===== src/rtl/compare_seq.sv =====
// compare_seq: multi-cycle magnitude/equality comparator.
//
// Compares two WIDTH-bit operands CHUNK bits per cycle, starting from the
// most significant chunk. The compare is signed only when both operands
// are flagged signed; any other mix is compared unsigned. Every transaction
// produces the full relation vector and the result of the selected op.
//
// Parameters:
//   WIDTH      operand width in bits; must be a multiple of CHUNK
//   CHUNK      bits compared per cycle
//   EARLY_EXIT 1: finish at the first differing chunk; 0: always WIDTH/CHUNK steps
//
// Ports:
//   clk        clock, rising edge
//   rst_n      synchronous active-low reset
//   in_valid   operand transaction valid
//   in_ready   block can accept a transaction (IDLE and not in reset)
//   a, b       operands
//   a_signed   operand A is signed
//   b_signed   operand B is signed
//   op         0=LT 1=LE 2=GT 3=GE 4=EQ 5=NE; 6 and 7 are illegal
//   out_valid  result valid
//   out_ready  consumer accepts the result
//   result     outcome of the selected op for A op B
//   res_vec    {lt,le,gt,ge,eq,ne} for A vs B, independent of op
//   op_err     captured op was 6 or 7
module compare_seq #(
    parameter int unsigned WIDTH      = 64,
    parameter int unsigned CHUNK      = 16,
    parameter int unsigned EARLY_EXIT = 0
) (
    input  logic             clk,
    input  logic             rst_n,
    input  logic             in_valid,
    output logic             in_ready,
    input  logic [WIDTH-1:0] a,
    input  logic [WIDTH-1:0] b,
    input  logic             a_signed,
    input  logic             b_signed,
    input  logic [2:0]       op,
    output logic             out_valid,
    input  logic             out_ready,
    output logic             result,
    output logic [5:0]       res_vec,
    output logic             op_err
);

    localparam int unsigned NSTEP  = WIDTH / CHUNK;
    localparam int unsigned STEP_W = (NSTEP > 1) ? $clog2(NSTEP) : 1;
    localparam logic [STEP_W-1:0] LAST_STEP = STEP_W'(NSTEP - 1);

    generate
        if ((WIDTH % CHUNK) != 0) begin : g_cfg_check
            $error("compare_seq: WIDTH must be a multiple of CHUNK");
        end
    endgenerate

    typedef enum logic [1:0] {
        IDLE,
        RUN,
        DONE
    } state_t;

    state_t              state, state_n;
    logic [WIDTH-1:0]    a_sh, a_sh_n;
    logic [WIDTH-1:0]    b_sh, b_sh_n;
    logic [2:0]          op_q, op_q_n;
    logic [STEP_W-1:0]   step, step_n;
    logic                decided, decided_n;
    logic                lt_q, lt_n;
    logic                out_valid_n;
    logic                result_n;
    logic [5:0]          res_vec_n;
    logic                op_err_n;

    // Chunk-level compare of the current most significant chunk.
    logic [CHUNK-1:0]    chunk_a, chunk_b;
    logic                dec_now, lt_now, gt_now, eq_now;
    logic [5:0]          vec_now;

    assign in_ready = rst_n & (state == IDLE);

    // Operands are shifted left one chunk per step so the chunk under test is
    // always the top slice; this replaces a variable part-select by step index.
    assign chunk_a = a_sh[WIDTH-1 -: CHUNK];
    assign chunk_b = b_sh[WIDTH-1 -: CHUNK];

    // Only the first differing chunk decides; later chunks leave lt alone.
    assign dec_now = decided | (chunk_a != chunk_b);
    assign lt_now  = decided ? lt_q : (chunk_a < chunk_b);
    assign gt_now  = dec_now & ~lt_now;
    assign eq_now  = ~dec_now;
    assign vec_now = {lt_now, lt_now | eq_now, gt_now, gt_now | eq_now, eq_now, dec_now};

    always_comb begin
        state_n     = state;
        a_sh_n      = a_sh;
        b_sh_n      = b_sh;
        op_q_n      = op_q;
        step_n      = step;
        decided_n   = decided;
        lt_n        = lt_q;
        out_valid_n = out_valid;
        result_n    = result;
        res_vec_n   = res_vec;
        op_err_n    = op_err;

        case (state)
            IDLE: begin
                if (in_valid && in_ready) begin
                    a_sh_n    = a;
                    b_sh_n    = b;
                    // Flipping both sign bits maps two's-complement order
                    // onto unsigned order, so RUN only ever compares unsigned.
                    if (a_signed && b_signed) begin
                        a_sh_n[WIDTH-1] = ~a[WIDTH-1];
                        b_sh_n[WIDTH-1] = ~b[WIDTH-1];
                    end
                    op_q_n    = op;
                    step_n    = '0;
                    decided_n = 1'b0;
                    lt_n      = 1'b0;
                    state_n   = RUN;
                end
            end

            RUN: begin
                decided_n = dec_now;
                lt_n      = lt_now;
                if (((EARLY_EXIT != 0) && dec_now) || (step == LAST_STEP)) begin
                    res_vec_n = vec_now;
                    op_err_n  = 1'b0;
                    case (op_q)
                        3'd0:    result_n = vec_now[5];
                        3'd1:    result_n = vec_now[4];
                        3'd2:    result_n = vec_now[3];
                        3'd3:    result_n = vec_now[2];
                        3'd4:    result_n = vec_now[1];
                        3'd5:    result_n = vec_now[0];
                        default: begin
                            result_n = 1'b0;
                            op_err_n = 1'b1;
                        end
                    endcase
                    out_valid_n = 1'b1;
                    state_n     = DONE;
                end else begin
                    step_n = step + 1'b1;
                    a_sh_n = a_sh << CHUNK;
                    b_sh_n = b_sh << CHUNK;
                end
            end

            DONE: begin
                if (out_ready) begin
                    out_valid_n = 1'b0;
                    state_n     = IDLE;
                end
            end

            default: begin
                state_n     = IDLE;
                out_valid_n = 1'b0;
            end
        endcase
    end

    always_ff @(posedge clk) begin
        if (!rst_n) begin
            state     <= IDLE;
            a_sh      <= '0;
            b_sh      <= '0;
            op_q      <= '0;
            step      <= '0;
            decided   <= 1'b0;
            lt_q      <= 1'b0;
            out_valid <= 1'b0;
            result    <= 1'b0;
            res_vec   <= '0;
            op_err    <= 1'b0;
        end else begin
            state     <= state_n;
            a_sh      <= a_sh_n;
            b_sh      <= b_sh_n;
            op_q      <= op_q_n;
            step      <= step_n;
            decided   <= decided_n;
            lt_q      <= lt_n;
            out_valid <= out_valid_n;
            result    <= result_n;
            res_vec   <= res_vec_n;
            op_err    <= op_err_n;
        end
    end

endmodule


===== config.mk =====
export PLATFORM = sky130hd
export DESIGN_NAME = compare_seq
export DESIGN_NICKNAME = d
export VERILOG_FILES = /design/src/rtl/compare_seq.sv
export SDC_FILE = /design/constraint.sdc
export NUM_CORES = 1
export LEC_CHECK = 0
export ABC_AREA = 1
export CAP_MARGIN = 25
export CORE_ASPECT_RATIO = 1.2
export CORE_MARGIN = 5
export CORE_UTILIZATION = 55
export DETAILED_ROUTE_END_ITERATION = 6
export DONT_BUFFER_PORTS = 1
export HOLD_SLACK_MARGIN = 0.12
export PLACE_DENSITY = 0.73
export SETUP_SLACK_MARGIN = 0.3
export SLEW_MARGIN = 20
export SYNTH_ARGS = -nofsm -noshare
export SYNTH_HDL_FRONTEND = slang
export SYNTH_SLANG_ARGS = --single-unit

===== constraint.sdc =====
create_clock -name clk -period 1.5 [get_ports clk]
set_input_delay 0.45 -clock clk [delete_from_list [all_inputs] [get_ports clk]]
set_output_delay 0.45 -clock clk [all_outputs]
set_load 0.01 [all_outputs]

Word level (Yosys, flattened, before mapping)
Index checks and enable logic that the tools add are counted.
- reduce and logical (&&, ||, !) cells: 12
- eq/ne operators: 13
- add/sub/neg operators: 1
- bitwise logic cells: 10
- multiplexer cells: 24
- $lt $le $gt $ge: 1
- operators by type and width (operator ; number):
    $mux W64 ; 4
    $pmux W64 S2 ; 2
    $lt A16 B16 Y1 ; 1
    $ne A16 B16 Y1 ; 1
    $mux W2 ; 5
    $reduce_and A3 Y1 ; 3
    $mux W1 ; 7
    $eq A3 B2 Y1 const B ; 2
    $eq A3 B3 Y1 const B ; 2
    $ne A2 B2 Y1 const B ; 3
    $pmux W1 S6 ; 1
    $pmux W2 S3 ; 1
    $reduce_and A2 Y1 ; 3
    $reduce_or A6 Y1 ; 1
    $not A1 Y1 ; 5
    $eq A2 B2 Y1 const B ; 2
    $pmux W1 S2 ; 2
    $pmux W2 S2 ; 1
    $eq A3 B1 Y1 const B ; 1
    $logic_not A3 Y1 ; 1
    $or A1 B1 Y1 ; 3
    $pmux W1 S3 ; 1
    $add A2 B1 Y2 const B ; 1
    $and A1 B1 Y1 ; 2
    other kinds (5) ; 6
- input bits: 137
- bits in registers: 146
- output and inout bits: 10
- word-level logic and storage cells: 72

Longest topological paths before layout
Gate-level depths: netlist of run 1.
- depth in word-level cells: 6
- depth in mapped cells: 17
- mapped depth without buffers: 17

Least setup slack after synthesis of run 1
No wires, ideal clock.
- kind: register -> register
- start: reg b_sh[63]
- end: reg result
- stages on the path, launching flop included: 14
- required time: 1.368 ns
- setup time: 0.132 ns
- path buffers: 0
- path slack: -0.148 ns
- data arrival time: 1.516 ns
- cell sequence: dfxtp_1 inv_1 ha_1 nand2_1 nor2_1 nand2_1 nor2_1 nand2_1 nand4_1 nand2_1 a21oi_1 nand3_1 nand2_1 a21oi_1
- cells in the longest elaborated chain, start to end: 6
- ends and longest elaborated chain (item ; RTL line ; source):
    start: declaration ; 66 ; logic [WIDTH-1:0] b_sh, b_sh_n;
    start signal: assignment ; 184 ; b_sh <= b_sh_n;
    $lt A16 B16 Y1 ; 90 ; assign lt_now = decided ? lt_q : (chunk_a < chunk_b);
    $mux W1 ; 90 ;
    $not A1 Y1 ; 91 ; assign gt_now = dec_now & ~lt_now;
    $and A1 B1 Y1 ; 91 ;
    $or A1 B1 Y1 ; 93 ; assign vec_now = {lt_now, lt_now | eq_now, gt_now, gt_now | eq_now, eq_now, dec_now};
    $pmux W1 S6 * ; 133 ; case (op_q)
    end signal: assignment ; 190 ; result <= result_n;
    end: declaration ; 43 ; output logic result,
Mark *: on every way between the ends. The rest lies on a longest branch, timed or not.
A chain may end at the register's enable or synchronous reset.

Worst setup path after layout of run 1
- start: reg state[0]
- end: reg b_sh[52]
- cells in the longest elaborated chain, start to end: 5
- ends and longest elaborated chain (item ; RTL line ; source):
    start: declaration ; 64 ; state_t state, state_n;
    start signal: assignment ; 182 ; state <= state_n;
    $logic_not A2 Y1 ; 81, 108 ;
    $and A1 B1 Y1 ; 81 ; assign in_ready = rst_n & (state == IDLE);
    $logic_and A1 B1 Y1 ; 110 ; if (in_valid && in_ready) begin
    $ne A2 B1 Y1 (no line) ; n/a ;
    $reduce_and A3 Y1 (no line) ; n/a ;
Several ways; a longest one is shown, not always the timed one.

==> metrics.md, run 1 <==
| Metric | Value |
|---|---|
| Critical Path AT | `2520 ps` |
| Leading area contributor after synthesis | `dfxtp_1` |
| Metal2 WL | `between 10,000 and 15,000 um` |
| Final critical-path share of the clock period | `1.497` |
| Crit Path Max Fanout | `5` |
| RSZ-0062 raised after global routing | `yes` |
| Antenna violations before repair | `0` |
| Pleak | `3.862 nW` |
| Drt drc | `0` |
| Post-Syn Area | `6332 um^2` |
| CP Data Required Time | `1770 ps` |
| Power share of the clock group | `0.364` |
| DR pass1 iterations | `6` |
| PnR worst setup slack | `-745.2 ps` |
| Max_cap viols | `0` |
| Final Critical Period | `2245 ps` |
| Synth Warn # | `0` |
| Max IR drop VDD | `1.110 mV` |
| Pwr/cell area | `1234 nW/um^2` |
| Sw Ratio | `0.3173` |
| Fmax | `445.4 MHz` |
| Post-Route M1 WL | `around 9600 um` |
| Max Slew Vio Count | `0` |
| Antenna viol nets, final | `0` |
| Worst Max-Slew Pin Slew | `between 600 and 700 ps` |
| Finish-stage setup viols | `144` |
| Final Total Pwr | `0.01220 W` |
| CP max-delay cell | `a31oi_1` |
| Largest net degree at the start of global routing | `108` |
| Core area | `11,410 um^2` |
| Total wire length | `a little under 30,000 um` |
| Antenna diodes | `0` |
| Fill cells | `~510` |
| Synthesis-to-layout area growth | `56.17%` |
| Routed vias | `7,320` |
| Layout cell share with drive strength beyond 1 | `0.4049` |
| Crit-path max cell delay | `about 490 ps` |
| Maximum clock path buffer count | `2` |
| CP Capture Type | `register` |
| Placed cells | `just under 1,000` |
| IO buf count | `0` |
| Clk root buf | `clkbuf_16` |
| GRT Overall Usage | `0.3664` |
| Distinct cells, synth | `26` |
| Commonest non-fill, non-tap cells in the layout | `nand2_1, dfxtp_1, a31oi_1, o21ai_2, a21oi_1` |
| CTS Hold Bufs | `0` |
| Failing checks | `negative setup slack` |
| Hold worst-path end | `b_sh[61]$_SDFFE_PN0P_` |
| Flop2flop setup slack | `-750 ps` |
| Final HPWL from detailed placement | `11,770 um` |
| #FFs+latches synth | `146` |
| Final Hold Fails | `0` |
| Number of global-route vias before repair | `7,088` |
| Reg clk slew, reported paths | `70 ps` |
| Top cells by area, synth | `dfxtp_1, nand2_1, a31oi_1, o21ai_1, a21oi_1` |
| Hold wc startpoint | `rst_n` |
| CP Cell Sequence | `buf_6 -> nor3_4 -> buf_4 -> buf_6 -> nand2_8 -> buf_12 -> buf_12 -> nand2_8 -> buf_6 -> buf_12 -> o21ai_2 -> a31oi_1` |
| Sequential fraction of the synthesis area | `0.4616` |
| Finished Layout Cells | `between 1,000 and 1,500` |
| Net switching power | `0.003872 W` |
| FP Rows | `43` |
| First-pass GRT wire length | `38,470 um` |
| Rel. slew slack | `0.5792` |
| Initial DRC count | `1,103` |
| Cell-internal power | `0.008329 W` |
| Die width | `108.0 um` |
| Bufs and invs on worst path | `7` |
| H-tree depth | `4` |
| Min-Delay Path Class | `in2reg` |
| Overflow after GRT | `0` |
| Highest routed layer | `met4` |
| Die area | `13,770 um^2` |
| Synth Instances | `roughly 850` |
| Syn Nets | `between 1,000 and 1,500` |
| Die Y | `127.5 um` |
| Sequential power share | `0.375` |
| DR vias/cell | `6.697` |
| Logic pwr share | `0.261` |
| Kind of start point of the critical path | `register` |
| Reg2reg start | `state[0]$_SDFFE_PN0P_` |
| Worst skew pair latency | `roughly 440 ps` |
| CTS buffer count | `17` |
| Starting density of the core | `0.5552` |
| Leading cell type in the layout, fill and taps excluded | `nand2_1` |
| TritonCTS clock tree | `yes` |
| Status | `finished, violations left` |
| Crit-path leading delay family | `buffers and inverters` |
| Multi-input gate area | `just over 4000 um^2` |
| Post-synth top area share | `0.4616` |
| Drt wl/cell | `between 20 and 30 um` |
| Hold path cells | `2` |
| Mean Syn Cell Area | `7.441 um^2` |
| Area taken by flip-flops and latches | `2964 um^2` |
| WL met3 | `3715 um` |
| Setup TNS | `-39,610 ps` |
| I/O Pins | `147` |
| Layout Skew | `around 14 ps` |
| Worst r2r path cells | `12` |
| Critical R2R Capture | `b_sh[52]$_SDFFE_PN0P_` |
| Number of clock sinks | `146` |
| Final nets | `1,077` |
| WS Path Type | `reg2reg` |
| Routability congestion estimate | `0.8623` |
-- per-stage QoR --
step | hold slack, ps | cell area [um^2] | setup slack, ps | utilization
floorplan | 439.0 | 6457 | -74.16 | -
global placement | 451.6 | 6574 | -189.6 | 0.5763
detailed placement | 455.5 | 6574 | -279.4 | 0.5763
CTS | 145.2 | 9116 | -241.8 | 0.7993
global route | 117.4 | 9889 | -736.8 | 0.8670
finish | 142.5 | 9889 | -745.2 | 0.8670
-- how the worst max path moves through the flow --
stage / startpoint / end / slack [ps] / depth (start not counted)
6_report: state[0]$_SDFFE_PN0P_ / b_sh[52]$_SDFFE_PN0P_ / -750 / 12
5_1_grt: state[0]$_SDFFE_PN0P_ / b_sh[52]$_SDFFE_PN0P_ / -740 / 12
4_1_cts: b_sh[62]$_SDFFE_PN0P_ / result$_SDFFE_PN0P_ / -240 / 13
3_5_place_dp: b_sh[61]$_SDFFE_PN0P_ / result$_SDFFE_PN0P_ / -280 / 13
3_3_place_gp: b_sh[61]$_SDFFE_PN0P_ / result$_SDFFE_PN0P_ / -190 / 13
2_1_floorplan: b_sh[61]$_SDFFE_PN0P_ / result$_SDFFE_PN0P_ / -70 / 13
-- layout make-up --
type	instances	share of cell area
tap	157	0.01986
sequential	146	0.2997
timing repair buffer	106	0.1808
clock inverter	10	0.01253
multi-input combinational	607	0.4090
inverter	38	0.02024
clock buffer	22	0.04795
timing repair inverter	7	0.009868
-- worst register-to-register path, stage by stage (launching register included) --
cell and delay (ps):
dfxtp_2 340, buf_6 120, nor3_4 160, buf_4 130
buf_6 100, nand2_8 70, buf_12 140, buf_12 120
nand2_8 60, buf_6 130, buf_12 140, o21ai_2 70
a31oi_1 490
-- Yosys cell counts --
cell        n
nor2_2      1
nor2_1     12
o211a_1     1
ha_1       17
o21ai_0    18
a31oi_1    95
o21bai_1    3
nor3_4      1
clkbuf_1   35
nand3_1     6
o21ai_1    87
inv_1      35
dfxtp_1   146
or2_2       1
nand2_2     2
xor2_1      1
nand3b_1    1
a21oi_1    53
nor3_1      3
o211ai_1    1
nand2_1   297
nand4_1     3
a21o_1      1
buf_2      17
inv_2       3
buf_6      11
-- cell families (layout without fill, tap and decap cells) --
family	after synthesis	count (layout)	synth area share
simple gates	327	330	0.2009
compound gates	259	259	0.2262
flops	146	146	0.4616
xor+xnor	1	1	0.001383
buf+inv	101	183	0.07627
fa+ha+maj	17	17	0.03359
-- repair_timing --
item / CTS / global route
cloned: 33 / 2
setup endpoints to repair: 154 / 156
gates resized for setup: 223 / 130
setup buffers: 41 / 10
pin swaps: 36 / 34
-- power by group through the flow --
stage | clock, W | combinational (W) | sequential [W]
after floorplan | 0 | 0.00114 | 0.00442
after global routing | 0.00457 | 0.00330 | 0.00460
after CTS | 0.00426 | 0.00251 | 0.00446
final | 0.00444 | 0.00318 | 0.00458
after global placement | 0 | 0.00134 | 0.00448
after detailed placement | 0 | 0.00139 | 0.00449
-- metal layers --
layer | track usage | up-vias
met5 | 0 | -
met4 | 0.2571 | 0
met3 | 0.1086 | 254
met2 | 0.5941 | 635
met1 | 0.4089 | 3378
li1 | - | 3053
-- state kept, by name (all words and copies together) (netlist names), 2 cells and up --
name     flops
a_sh        64
b_sh        64
op_q         3
res_vec      6
state        2
step         2
Note: power is estimated with default switching activity, not from simulation.
==> run 2, diff against run 1 <==
Settings changed: PLACE_DENSITY 0.73 to 0.75.
==> metrics.md, run 2 (same netlist as run 1, synthesis figures left out) <==
| Metric | Value |
|---|---|
| Initial DRC count | `853 (was 1,103)` |
| Critical Path AT | `2310 ps (was 2520 ps)` |
| Max Slew Vio Count | `0 (unchanged)` |
| H-tree depth | `4 (unchanged)` |
| Starting density of the core | `0.5552 (unchanged)` |
| Final nets | `1,072 (was 1,077)` |
| Final Critical Period | `1993 ps (was 2245 ps)` |
| Routability congestion estimate | `0.7962 (was 0.8623)` |
| CP Cell Sequence | `inv_2 -> ha_4 -> nand2_2 -> nor2_4 -> nand2_2 -> inv_2 -> nand2_2 -> nand2_4 -> buf_6 -> nand3_2 -> nand2_1 -> nand3_1 -> nand2_1 -> a21oi_2 (was buf_6 -> nor3_4 -> buf_4 -> buf_6 -> nand2_8 -> buf_12 -> buf_12 -> nand2_8 -> buf_6 -> buf_12 -> o21ai_2 -> a31oi_1)` |
| Antenna viol nets, final | `0 (unchanged)` |
| Largest net degree at the start of global routing | `108 (unchanged)` |
| CP Data Required Time | `1810 ps (was 1770 ps)` |
| Drt drc | `0 (unchanged)` |
| Post-Place Setup Slack | `-294.9 ps (was -279.4 ps)` |
| Die Y | `127.5 um (unchanged)` |
| Commonest non-fill, non-tap cells in the layout | `nand2_1, dfxtp_1, a31oi_1, o21ai_2, o21ai_1 (was nand2_1, dfxtp_1, a31oi_1, o21ai_2, a21oi_1)` |
| Overflow after GRT | `0 (unchanged)` |
| Failing checks | `negative setup slack (unchanged)` |
| Finish-stage setup viols | `140 (was 144)` |
| DR vias/cell | `6.464 (was 6.697)` |
| Core area | `11,410 um^2 (unchanged)` |
| Fmax | `501.7 MHz (was 445.4 MHz)` |
| Total wire length | `26,480 um (was 29,790 um)` |
| Status | `finished, violations left (unchanged)` |
| Rel. slew slack | `0.6933 (was 0.5792)` |
| Final Total Pwr | `0.01201 W (was 0.01220 W)` |
| Setup TNS | `-17,620 ps (was -39,610 ps)` |
| DR pass1 iterations | `5 (was 6)` |
| Max_cap viols | `0 (unchanged)` |
| FP Rows | `43 (unchanged)` |
| Layout Skew | `12.53 ps (was 14.42 ps)` |
| Kind of start point of the critical path | `register (unchanged)` |
| Clk root buf | `clkbuf_16 (unchanged)` |
| Max IR drop VDD | `0.9419 mV (was 1.110 mV)` |
| Biggest regs | `a_sh x64, b_sh x64, res_vec x6 (unchanged)` |
| Fill cells | `562 (was 509)` |
| Routed vias | `7,033 (was 7,320)` |
| RSZ-0062 raised after global routing | `yes (unchanged)` |
| Antenna diodes | `0 (unchanged)` |
| Antenna violations before repair | `0 (unchanged)` |
| First-pass GRT wire length | `30,370 um (was 38,470 um)` |
| CP max-delay cell | `dfxtp_2 (was a31oi_1)` |
| Crit-path max cell delay | `360 ps (was 490 ps)` |
| CTS buffer count | `17 (unchanged)` |
| Synthesis-to-layout area growth | `51.02% (was 56.17%)` |
| WS Path Type | `reg2reg (unchanged)` |
| I/O Pins | `147 (unchanged)` |
| Min-Delay Path Class | `in2reg (unchanged)` |
| Final HPWL from detailed placement | `11,570 um (was 11,770 um)` |
| Layout cell share with drive strength beyond 1 | `0.3598 (was 0.4049)` |
| Most frequent CP cell | `nand2_2` |
| Maximum clock path buffer count | `2 (unchanged)` |
| Final Hold Fails | `0 (unchanged)` |
| Reg clk slew, reported paths | `70 ps (about the same)` |
| GRT Overall Usage | `0.2816 (was 0.3664)` |
| PnR worst setup slack | `-493.2 ps (was -745.2 ps)` |
| Pleak | `3.708 nW (was 3.862 nW)` |
| Die area | `13,770 um^2 (unchanged)` |
| Number of global-route vias before repair | `6,090 (was 7,088)` |
| Number of clock sinks | `146 (unchanged)` |
| Worst Max-Slew Pin Slew | `460.1 ps (was 628.3 ps)` |
| IO buf count | `0 (unchanged)` |
| Pwr/cell area | `1256 nW/um^2 (was 1234 nW/um^2)` |
| CP Capture Type | `register (unchanged)` |
| TritonCTS clock tree | `yes (unchanged)` |
| Drt wl/cell | `24.34 um (was 27.25 um)` |
| Crit Path Max Fanout | `2 (was 5)` |
| Die width | `108.0 um (unchanged)` |
| Cell area after layout | `9563 um^2 (was 9889 um^2)` |
| Leading cell type in the layout, fill and taps excluded | `nand2_1 (unchanged)` |
| Final critical-path share of the clock period | `1.329 (was 1.497)` |
| Worst skew pair latency | `440 ps (about the same)` |
| CTS Hold Bufs | `0 (unchanged)` |
| Post-DP Area | `6624 um^2 (was 6574 um^2)` |
run 2: repair_timing:
item	4_1_cts	5_1_grt
setup buffers	16	31
pin swaps	26	23
endpoints found under the setup margin	155	156
resized for setup	83	180
cloned	15	14
run 2: path summary, 6_finish.rpt:
check	start	to	slack [ps]	cells past startpoint
worst max-delay path	b_sh[62]$_SDFFE_PN0P_	result$_SDFFE_PN0P_	-490	14
worst max register to register	b_sh[62]$_SDFFE_PN0P_	result$_SDFFE_PN0P_	-490	14
worst min-delay path	rst_n	a_sh[60]$_SDFFE_PN0P_	130	2
worst min register to register	b_sh[0]$_SDFFE_PN0P_	b_sh[0]$_SDFFE_PN0P_	460	2
run 2: power by group:
part           total (W)  internal (W)  switching (W)
Sequential       0.00452       0.00422       0.000295
Clock            0.00455       0.00268        0.00187
Combinational    0.00295       0.00139        0.00155
run 2: per-layer routing:
metal	GRT usage	wire (um)
met1	0.3289	8865
met2	0.4693	12900
met3	0.08944	2512
met4	0.1293	2208
met5	0	0
run 2: layout make-up:
type	instances	area, um^2	area share
multi-input combinational	608	3951	0.4132
timing repair buffer	103	1575	0.1647
clock inverter	14	176.4	0.01845
sequential	146	2968	0.3103
clock buffer	18	439.2	0.04592
inverter	38	200.2	0.02093
timing repair inverter	4	56.30	0.005888
tap	157	196.4	0.02054
run 2: per-stage QoR:
step	std cells	util	hold slack [ps]
CTS	1043	0.7112	153.2
floorplan	851	-	439.0
detailed placement	980	0.5807	454.9
global route	1088	0.8384	119.4
finish	1088	0.8384	134.7
global placement	980	0.5807	451.0
run 2: worst max-delay path: cells and delay by family (launching register included):
family / cells / cell delay [ps]
AOI/OAI and AO/OA: 1 / 50
adders and majority gates: 1 / 260
buffers and inverters: 3 / 270
DFF: 1 / 360
and+or+nand+nor: 9 / 920
